--- src/rtl/yutorina_bus_timer.sv ---
// Word-bus slave exposing a 32-bit interval timer (one-shot/periodic) with a level IRQ.
// Responds to as_/cs_ strobes with a single-cycle active-low rdy_ after WAIT_STATES cycles.
module yutorina_bus_timer #(
  parameter int unsigned WAIT_STATES = 0
) (
  input  logic        clk,
  input  logic        rst,
  input  logic        cs_,
  input  logic        as_,
  input  logic        rw,
  input  logic [1:0]  addr,
  input  logic [31:0] w_data,
  output logic [31:0] r_data,
  output logic        rdy_,
  output logic        irq
);

  typedef enum logic [1:0] {ST_IDLE, ST_WAIT, ST_READY} state_t;

  state_t      state;
  logic [3:0]  wcnt;
  logic        rw_q;
  logic [1:0]  addr_q;
  logic [31:0] wdata_q;

  logic        start;
  logic        periodic;
  logic [31:0] expr;
  logic [31:0] count;

  logic        strobe;
  logic        commit;
  logic        expire;
  logic [1:0]  rd_addr;
  logic        rd_sel;
  logic [31:0] rd_val;

  assign strobe = !cs_ && !as_;
  assign commit = (state == ST_READY) && !rw_q;
  assign expire = start && (count == expr);

  // With no wait states READY is entered on the accepting edge, so the
  // read mux must look at the live bus rather than the latched copy.
  always_comb begin
    rd_addr = (state == ST_IDLE) ? addr : addr_q;
    rd_sel  = (state == ST_IDLE) ? rw : rw_q;
    case (rd_addr)
      2'd0:    rd_val = {30'd0, periodic, start};
      2'd1:    rd_val = {31'd0, irq};
      2'd2:    rd_val = expr;
      default: rd_val = count;
    endcase
    if (!rd_sel) rd_val = '0;
  end

  always_ff @(posedge clk or negedge rst) begin
    if (!rst) begin
      state   <= ST_IDLE;
      wcnt    <= '0;
      rw_q    <= 1'b0;
      addr_q  <= '0;
      wdata_q <= '0;
      rdy_    <= 1'b1;
      r_data  <= '0;
    end else begin
      case (state)
        ST_IDLE: begin
          if (strobe) begin
            rw_q    <= rw;
            addr_q  <= addr;
            wdata_q <= w_data;
            if (WAIT_STATES == 0) begin
              state  <= ST_READY;
              rdy_   <= 1'b0;
              r_data <= rd_val;
            end else begin
              state <= ST_WAIT;
              wcnt  <= 4'(WAIT_STATES - 1);
            end
          end
        end
        ST_WAIT: begin
          if (!strobe) begin
            state <= ST_IDLE;
          end else if (wcnt == '0) begin
            state  <= ST_READY;
            rdy_   <= 1'b0;
            r_data <= rd_val;
          end else begin
            wcnt <= wcnt - 4'd1;
          end
        end
        ST_READY: begin
          state  <= ST_IDLE;
          rdy_   <= 1'b1;
          r_data <= '0;
        end
        default: begin
          state  <= ST_IDLE;
          rdy_   <= 1'b1;
          r_data <= '0;
        end
      endcase
    end
  end

  // Later assignments win: bus writes override timer updates, expiry beats an IRQ clear.
  always_ff @(posedge clk or negedge rst) begin
    if (!rst) begin
      start    <= 1'b0;
      periodic <= 1'b0;
      expr     <= '0;
      count    <= '0;
      irq      <= 1'b0;
    end else begin
      if (start) begin
        if (expire) begin
          count <= '0;
          if (!periodic) start <= 1'b0;
        end else begin
          count <= count + 32'd1;
        end
      end
      if (commit) begin
        case (addr_q)
          2'd0: begin
            start    <= wdata_q[0];
            periodic <= wdata_q[1];
          end
          2'd1: if (!wdata_q[0]) irq <= 1'b0;
          2'd2: expr  <= wdata_q;
          2'd3: count <= wdata_q;
        endcase
      end
      if (expire) irq <= 1'b1;
    end
  end

endmodule

--- config.mk ---
export PLATFORM = sky130hd
export DESIGN_NAME = yutorina_bus_timer
export DESIGN_NICKNAME = d
export VERILOG_FILES = /design/src/rtl/yutorina_bus_timer.sv
export SDC_FILE = /design/constraint.sdc
export NUM_CORES = 1
export LEC_CHECK = 0
export BUFFER_PORTS_ARGS = -buffer_cell sky130_fd_sc_hd__buf_4
export CORE_UTILIZATION = 45
export CTS_CLUSTER_SIZE = 12
export DETAILED_ROUTE_END_ITERATION = 8
export MAX_ROUTING_LAYER = met4
export PLACE_DENSITY = 0.66
export SLEW_MARGIN = 30
export SYNTH_ARGS = -nofsm -noshare
export SYNTH_HDL_FRONTEND = slang
export SYNTH_SLANG_ARGS = --single-unit
--- constraint.sdc ---
create_clock -name clk -period 3.8 [get_ports clk]
set_input_delay 0.19 -clock clk [delete_from_list [all_inputs] [get_ports clk]]
set_output_delay 0.19 -clock clk [all_outputs]
set_load 0.005 [all_outputs]
# Yosys cells after proc, flatten, opt, wreduce, memory -nomap -nowiden

Cells that the tools add are included.
W data, S select, Z words.

Output and inout port bits: 34
Register bits: 141
Bits in writable memories: 0
Latch bits: 0
Word-level logic and storage cells: 76
Memory bits (read-only): 0
Memories: 0
Bits of input ports: 39

Shift operators: 0
Bitwise operators: 1
Div/mod/pow operators: 0
Multiplexer cells: 29
Multipliers: 0
Reduce and logical (&&, ||, !) cells: 19
Add/subtract/negate cells: 2
Eq/ne operators: 13
$lt $le $gt $ge: 0

Operator list:

| kind                    | number |
|---|---|
| $mux W32                | 8 |
| $pmux W32 S3            | 1 |
| $pmux W32 S2            | 1 |
| $add A32 B1 Y32 const B | 1 |
| $eq A32 B32 Y1          | 1 |
| $mux W1                 | 13 |
| $reduce_and A3 Y1       | 3 |
| $eq A2 B2 Y1 const B    | 4 |
| $mux W2                 | 4 |
| $reduce_and A2 Y1       | 4 |
| $eq A2 B1 Y1 const B    | 3 |
| $logic_not A2 Y1        | 3 |
| $ne A2 B2 Y1 const B    | 3 |
| $logic_not A4 Y1        | 1 |
| $pmux W2 S2             | 1 |
| $reduce_bool A2 Y1      | 2 |
| $sub A4 B1 Y4 const B   | 1 |
| $logic_and A1 B1 Y1     | 3 |
| $logic_not A1 Y1        | 3 |
| $ne A3 B3 Y1 const B    | 1 |
| $ne A2 B1 Y1 const B    | 1 |
| $pmux W1 S2             | 1 |
| $not A1 Y1              | 1 |

# Logic depth before layout (Yosys ltp)

Gate-level depths: netlist of run 1.

Depth in word-level cells: 8
Depth in mapped cells: 8
Gate-level depth less buffers: 6

# Worst setup path before layout of run 1

OpenSTA, ideal clock, no wires.

Path type: flip-flop to flip-flop
Start: register count[8]
End: register count[29]
Data required time: 3.663 ns
Path buffers: 3
Cell stages (with the launch flop): 9
Path slack: 1.839 ns
Setup time: 0.137 ns
Clock period less this slack: 1.961 ns
Arrival: 1.824 ns
Path through: dfrtp_1 > buf_6 > nand4_1 > or4_1 > buf_6 > buf_12 > nor4_4 > xnor2_1 > o31ai_2

Word-level cells in the longest chain between the ends: 6
Elaborated cells on any way between the ends: 7
Those cells by class: add/sub: 1; eq/ne: 1; mux: 4; reduce/logical: 1

RTL lines:

| what                                                    | RTL line | text |
|---|---|---|
| start, declared                                         | 29       | `logic [31:0] count;` |
| start signal, assigned                                  | 121      | `count <= count + 32'd1;` |
| start signal, assigned                                  | 132      | `2'd3: count <= wdata_q;` |
| branches (longest 2 deep; another with $add A32 B1 Y32) | -        |  |
| $mux W32 (*)                                            | 117      | `if (expire) begin` |
| $mux W32 (*)                                            | 116      | `if (start) begin` |
| $mux W32                                                | 125      | `case (addr_q)` |
| $mux W32 (*)                                            | 124      | `if (commit) begin` |

Mark *: on every way between the ends.
A chain may end at the register's enable or synchronous reset.

# Worst setup path after layout of run 1

Start: register count[17]
End: register count[23]

Same word-level chain as after synthesis.

==> qor.csv, run 1 <==
metric;value;unit
dp_hpwl;10060;microns
power_frac_comb;24.7;%
finalWirelength;15400;microns
synth_common_cells;135 x dfrtp_1, 75 x nand2_1, 68 x mux2_2;
die_h;123.0;microns
avgSynthCellArea;11.55;sq um
clock-sinks;136;
vias_per_cell;5.478;
tightest_slew;867.0;ps
finalHoldViolations;0;
fin_worst_skew;10.74;ps
synth_edf_count;0;
ant_nets;0;
synthCells;570;
synth_seq_area_share;51.69;%
antenna_found_initial;0;
post_cts_buffers;0;
p_int;3.677;mW
synth_most_common_cell;dfrtp_1;
power.switching;1.822;mW
drtIter0Drc;271;
fin_nets;700;
n_fill_cell;1206;
synth-compound-area-share;7.960;%
powerDensity;676.1;nW/um^2
die_width;123.0;microns
r2r_slack;1140;ps
power;5.499;mW
grt_pass1_vias;4800;
clk_latency;420;ps
portBuffers;72;
muxShareOfSynthArea;16.38;%
yosysTopAreaCell;dfrtp_1;
hold_depth;2;
seq_area;3405;sq um
fin_util;57.70;%
critPathLaunchType;flip-flop;
min_period;2662;ps
synth_xor_area_share;8.245;%
clkPwrFrac;30.2;%
grt-ovfl-total;0;
min_path_type;in2reg;
r2r-start;count[17];
maxCapViolCount;0;
initial_core_util;46.72;%
relSlewSlack;42.20;%
ys_types;46;
clk_pin_slew;60;ps
seqPwrFrac;45.1;%
ir_worst_vdd;0.3258;mV
cts_tree;yes;
switching_share;33.14;%
multi_input_area;2992;sq um
core;14100;sq um
h-tree-depth;4;
cts_buffer_depth;2;
holdCritStartpoint;w_data[11];
yosys.area_share.simple;12.14;%
setup_viol;0;
synthArstFlopShare;100.0;%
die_area;15120;sq um
tns;0;ps
grt_start_max_net_pins;114;
synth_top_family_by_area;multiplexers;
synth.top_cell.area_share;51.29;%
ys.warnings.count;0;
synth_adder_area_share;0.1900;%
drc;0;
path_max_fanout;17;
status;finished clean;
timing.final.crit_share;70.05;%
r2r-end;count[23];
fmax;375.7;MHz
via_count;4673;
dr.pass1.iters;7;
gp_congestion;0.8608;
critPathKind;reg2reg;
ys_seq_elements;136;
slew_violations;0;
grt_pass1_wl;25270;microns
rr_worst_depth;6;
io_pins;73;
whs_endpoint;wdata_q[11];
synthFlopType;dfrtp_1;
cts_made_buffers;17;
layoutNonFillerInstCount;853;
synthTopCellsByArea;dfrtp_1 51%, mux2_2 12%, xor2_1 5.1%;
syn2layout_area_growth;23.48;%
crit_path_end_kind;flip-flop;
globalRouteTotalUtil;22.98;%
wl_per_cell;18.06;microns
antennaDiodeCount;0;
rsz0062_at_grt;no;
synth_area;6586;sq um
drive_above_1_share;30.76;%
fp-row-count;43;
ctsRootBufferMaster;clkbuf_16;
syn_nets;610;
dp.cells;793;
worst_ep_required_time;4060;ps
leakage;3.578;nW
arrival;2920;ps
worst max-delay path by stage:
stage / from / endpoint / slack (ps) / cells after the start
6_report: count[17] / count[23] / 1140 / 6
5_1_grt: count[17] / count[22] / 950 / 6
4_1_cts: count[17] / count[23] / 1130 / 6
3_5_place_dp: count[17] / count[21] / 1160 / 6
3_3_place_gp: count[17] / count[17] / 1240 / 6
2_1_floorplan: count[8] / count[29] / 1840 / 8
worst max-delay path: stages, from the launching register on:
cell     delay, ps
dfrtp_1        460
xor2_1         210
nor4_1         330
nand4_1        300
nor3_4         670
buf_4          400
o31ai_1        120
state kept, by name (all words and copies together) (netlist names), 2 cells and up:
name,cells
r_data,32
count,32
expr,32
addr_q,2
wdata_q,32
routing by layer:
layer  up-vias  track usage, %  wire length (microns)
met5         -               -                      0
met4         0           5.949                     95
met3         6           5.581                    726
met2       134           34.90                   7313
met1      2338           30.96                   7266
li1       2195               -                      -
cells by family after synthesis:
family,after synthesis
and+or+nand+nor,152
DFF,136
muxes,98
AOI/OAI and AO/OA,77
xor gates and xnor gates,62
buffers and inverters,44
adders and majority gates,1
timing repair:
item                                   in CTS  in global routing
endpoints found under the hold margin     136                  2
resized for setup                           0                  0
hold buffers                               26                  2
area by class of cell:
type | count | area share, %
clock inverters | 13 | 1.892
clock buffers | 19 | 5.446
inverters | 7 | 0.3231
flip-flops and latches | 136 | 41.86
multi-input cells | 390 | 36.78
well taps | 180 | 2.769
repair buffers | 108 | 10.92
power by group through the flow:
stage / logic [mW] / registers, mW / clock network [mW]
floorplan: 1.04 / 2.28 / 0
global placement: 1.31 / 2.46 / 0
detailed placement: 1.34 / 2.49 / 0
CTS: 1.37 / 2.47 / 1.69
global route: 1.50 / 2.55 / 1.76
finish: 1.36 / 2.48 / 1.66
per-stage QoR:
stage / area [sq um] / hold WS, ps / setup slack [ps]
finish: 8133 / 15.78 / 1138
global route: 8133 / 1.938 / 949.8
CTS: 8113 / 0.6777 / 1126
detailed placement: 7256 / 328.5 / 1156
global placement: 7248 / 408.6 / 1237
floorplan: 6586 / -105.6 / 1839
cells in the final DEF, fill, tap and decap left out, drive strengths merged, types with 9 or more instances in the layout:
master,instances
xor2,38
mux2i,29
xnor2,24
dfrtp,135
dlygate4sd3,28
nor4,14
nor3,9
mux2,68
nand2,76
nor2,14
buf,80
clkbuf,19
o21ai,33
o31ai,30
nand3,15
Note: power is estimated with default switching activity, not from simulation.
==> run 2: changes to the inputs <==
--- a/config.mk
+++ b/config.mk
@@ -10,7 +10,7 @@
 export CTS_CLUSTER_SIZE = 12
 export DETAILED_ROUTE_END_ITERATION = 8
 export MAX_ROUTING_LAYER = met4
-export PLACE_DENSITY = 0.66
+export PLACE_DENSITY = 0.68
 export SLEW_MARGIN = 30
 export SYNTH_ARGS = -nofsm -noshare
 export SYNTH_HDL_FRONTEND = slang
==> constraint.sdc (replaced) <==
create_clock -name clk -period 2.31 [get_ports clk]
set_input_delay 0.1155 -clock clk [delete_from_list [all_inputs] [get_ports clk]]
set_output_delay 0.1155 -clock clk [all_outputs]
set_load 0.005 [all_outputs]
==> run 2 against run 1 <==
Clock power increased by 66%; flip-flop and latch count unchanged; final cell count increased by 3.0%; core utilization increased by 1.9 points; non-clock buffer count increased by 26; clock skew increased by 6.3 ps; largest power group unchanged; global-route usage decreased by 0.61 points; maximum frequency increased by 24%; sequential power increased by 60%; combinational power increased by 78%; routed wire length decreased by 2.9%; register-to-register slack got worse by 970 ps.
==> qor.csv, run 2 (synthesis results as in run 1) <==
metric;value;unit
dr.pass1.iters;4;
gp_congestion;0.8281;
drtIter0Drc;329;
layout_common_cells;135 x dfrtp_1, 91 x buf_4, 75 x nand2_1, 68 x mux2_2;
min_path_type;in2reg;
drc;0;
powerDensity;1090;nW/um^2
fin_nets;726;
grt_pass1_vias;4715;
initial_core_util;46.72;%
die_h;123.0;microns
min_period;2142;ps
r2r_slack;170;ps
syn2layout_area_growth;27.62;%
layout_commonest_cell;dfrtp_1;
die_width;123.0;microns
rr_worst_depth;6;
arrival;2470;ps
r2r-end;count[27];
crit_path_end_kind;flip-flop;
rsz0062_at_grt;no;
worst_ep_required_time;2640;ps
clock-sinks;136;
status;finished clean;
path_max_fanout;16;
io_pins;73;
relSlewSlack;63.26;%
slew_violations;0;
fp-row-count;43;
r2r-start;count[9];
setup_viol;0;
tns;0;ps
fin_worst_skew;17.04;ps
wl_per_cell;17.01;microns
clk_latency;430;ps
core;14100;sq um
antennaDiodeCount;0;
post_cts_buffers;0;
critPathKind;reg2reg;
finalWirelength;14960;microns
ir_worst_vdd;0.6283;mV
cts_made_buffers;17;
timing.final.crit_share;92.73;%
ant_nets;0;
dp.cells;809;
critPathLaunchType;flip-flop;
via_count;4724;
leakage;3.720;nW
die_area;15120;sq um
portBuffers;72;
whs_endpoint;state[1];
tightest_slew;551.1;ps
cts_buffer_depth;2;
vias_per_cell;5.374;
cts_tree;yes;
maxCapViolCount;0;
h-tree-depth;4;
grt-ovfl-total;0;
hold_depth;3;
holdCritStartpoint;as_;
antenna_found_initial;0;
fmax;466.8;MHz
clk_pin_slew;60;ps
grt_pass1_wl;24510;microns
dp_hpwl;10260;microns
finalHoldViolations;0;
globalRouteTotalUtil;22.37;%
drive_above_1_share;31.90;%
grt_start_max_net_pins;63;
ctsRootBufferMaster;clkbuf_16;
layoutNonFillerInstCount;879;
[run 2: cell count changes in the layout (fill, tap and decap cells not counted), sizes merged]
cell,previous run,this run
clkinvlp,4,3
clkbuf,19,20
buf,80,96
dlygate4sd3,28,38
[run 2: cell type report]
type,count,area (sq um)
inverter,7,26.28
clock buffer,20,456.7
clock inverter,12,150.1
tap,180,225.2
multi-input combinational,390,2988
fill,1147,5690
sequential,136,3405
timing repair buffer,134,1155
[run 2: per-stage QoR]
stage                     area [sq um]  power, mW  setup slack (ps)  util (%)  hold slack [ps]
final                             8406      9.160             167.9     59.63            87.19
after global routing              8406      9.658             15.01     59.63            91.68
after CTS                         8406      9.225             161.3     59.63            79.12
after detailed placement          7418      6.387             175.4     52.63            121.6
after global placement            7418      6.286             251.9     52.63            117.5
after floorplan                   6586      5.463             349.1         -           -180.1
[run 2: critical path, stage by stage (launching register included)]
cell and delay [ps]:
dfrtp_1 470, nand4_1 160, or4_1 530, buf_4 220, nor4_1 350, xnor2_1 130
o31ai_2 190
[run 2: worst max path at each step]
| stage | startpoint | end | cells after the start |
|---|---|---|---|
| after floorplan | count[8] | count[29] | 8 |
| after global placement | count[9] | count[28] | 6 |
| after detailed placement | count[9] | count[31] | 6 |
| after CTS | count[9] | count[31] | 6 |
| after global routing | count[9] | count[27] | 6 |
| final | count[9] | count[27] | 6 |
[run 2: report_power, final]
group	total (mW)	internal [mW]	switching [mW]	leakage (nW)
clock network	2.76	1.75	1.01	0.292
registers	3.98	3.13	0.845	1.72
logic	2.42	1.30	1.12	1.70
total	9.16	6.18	2.98	3.72
[run 2: layer usage]
| metal | GRT usage, % | vias up | share of wire (%) |
|---|---|---|---|
| met3 | 4.982 | 23 | 4.8 |
| met1 | 29.79 | 2331 | 47 |
| met5 | - | - | 0 |
| li1 | - | 2244 | - |
| met2 | 33.11 | 126 | 46 |
| met4 | 9.187 | 0 | 2.1 |
[run 2: timing repair]
| item | in CTS | in global routing |
|---|---|---|
| gates resized for setup | 0 | 0 |
| endpoints found under the hold margin | 93 | 0 |
| hold buffers | 38 | 0 |
==> run 3: changes to the inputs <==
--- a/config.mk
+++ b/config.mk
@@ -5,12 +5,14 @@
 export SDC_FILE = /design/constraint.sdc
 export NUM_CORES = 1
 export LEC_CHECK = 0
+export ABC_CLOCK_PERIOD_IN_PS = 2310
 export BUFFER_PORTS_ARGS = -buffer_cell sky130_fd_sc_hd__buf_4
 export CORE_UTILIZATION = 45
 export CTS_CLUSTER_SIZE = 12
 export DETAILED_ROUTE_END_ITERATION = 8
 export MAX_ROUTING_LAYER = met4
 export PLACE_DENSITY = 0.68
+export RECOVER_POWER = 25
 export SLEW_MARGIN = 30
 export SYNTH_ARGS = -nofsm -noshare
 export SYNTH_HDL_FRONTEND = slang
==> run 3 against run 2 <==
Critical path depth unchanged; critical endpoint unchanged; register-to-register slack about the same; worst setup slack about the same.
==> qor.csv, run 3 (synthesis results as in run 1) <==
metric;value;unit
critPathKind;reg2reg;
status;finished clean;
worst_ep_required_time;2640;ps
via_count;4729;
min_path_type;in2reg;
gp_congestion;0.8281;
io_pins;73;
finalWirelength;14960;microns
grt_start_max_net_pins;63;
die_area;15120;sq um
min_period;2142;ps
clk_latency;430;ps
arrival;2470;ps
globalRouteTotalUtil;22.37;%
cpPeakStageDelay;530;ps
dr.pass1.iters;4;
holdWs;86.92;ps
slew_violations;0;
cts_resized;0;
critPathLaunchType;flip-flop;
wl_per_cell;17.02;microns
critPathSlowestCell;or4_1;
ctsRootBufferMaster;clkbuf_16;
die_h;123.0;microns
crit_chain;nand4_1 -> or4_1 -> buf_4 -> nor4_1 -> xnor2_1 -> o31ai_2;
crit_path_end_kind;flip-flop;
finalWorstSetupSlack;168.3;ps
initial_core_util;46.72;%
drtIter0Drc;329;
die_width;123.0;microns
fin_worst_skew;17.02;ps
setup_viol;0;
grt_pass1_wl;24510;microns
post_cts_buffers;0;
hold_depth;3;
clock-sinks;136;
n_fill_cell;1147;
drive_above_1_share;31.90;%
grt-ovfl-total;0;
syn2layout_area_growth;27.53;%
fin_util;59.59;%
tightest_slew;1479;ps
core;14100;sq um
layout_common_cells;135 x dfrtp_1, 91 x buf_4, 75 x nand2_1, 68 x mux2_2;
fin_nets;726;
maxCapViolCount;0;
leakage;3.718;nW
drc;0;
dp_slack;175.4;ps
dp_hpwl;10260;microns
finalHoldViolations;0;
tns;0;ps
powerDensity;1090;nW/um^2
cts_buffer_depth;2;
fmax;466.9;MHz
h-tree-depth;4;
relSlewSlack;1.370;%
fp-row-count;43;
rr_worst_depth;6;
r2r_slack;170;ps
cts_made_buffers;17;
layout_commonest_cell;dfrtp_1;
ant_nets;0;
timing.final.crit_share;92.71;%
path_max_fanout;16;
antenna_found_initial;0;
rsz0062_at_grt;no;
cts_tree;yes;
grt_pass1_vias;4715;
ir_worst_vdd;0.6288;mV
portBuffers;72;
vias_per_cell;5.380;
antennaDiodeCount;0;
clk_pin_slew;60;ps
[run 3: worst paths after layout]
path	from	end
worst min register to register	r_data[7]	r_data[7]
worst max register to register	count[9]	count[27]
max in group asynchronous	rst	r_data[21]
min in group asynchronous	rst	wdata_q[12]
worst max-delay path	count[9]	count[27]
worst min-delay path	as_	state[1]
[run 3: report_power, final]
group          leakage (nW)  switching, mW  total, mW  internal (mW)
Clock                 0.292           1.01       2.76           1.75
Sequential             1.72          0.846       3.98           3.13
Combinational          1.70           1.12       2.42           1.30
[run 3: timing repair]
item	4_1_cts	5_1_grt
hold buffers	38	0
hold endpoints to repair	93	0
endpoints found under the setup margin	0	0
[run 3: critical path, delay by kind of cell, from the launching register on]
family          cells  cell delay, ps
simple gates        3            1040
buf+inv             1             230
flops               1             470
compound gates      1             190
xor+xnor            1             130
[run 3: routing by layer]
layer / track usage [%] / share of wire [%] / up-vias / routed length [microns]
li1: - / - / 2243 / -
met1: 29.79 / 47 / 2337 / 7086
met2: 33.11 / 46 / 126 / 6862
met3: 4.982 / 4.7 / 23 / 699
met4: 9.187 / 2.1 / 0 / 315
met5: - / 0 / - / 0
[run 3: layout make-up]
type	instances	area (sq um)	share of cell area, %
inverter	7	26.28	0.3128
clock inverter	12	150.1	1.788
timing repair buffer	134	1149	13.67
multi-input combinational	390	2988	35.57
sequential	136	3405	40.53
tap	180	225.2	2.681
clock buffer	20	456.7	5.437
[run 3: per-stage QoR]
| stage | instances | power, mW | instance area [sq um] |
|---|---|---|---|
| 4_1_cts | 879 | 9.225 | 8406 |
| 6_report | 879 | 9.159 | 8399 |
| 3_3_place_gp | 809 | 6.286 | 7418 |
| 2_1_floorplan | 570 | 5.463 | 6586 |
| 3_5_place_dp | 809 | 6.387 | 7418 |
| 5_1_grt | 879 | 9.657 | 8399 |
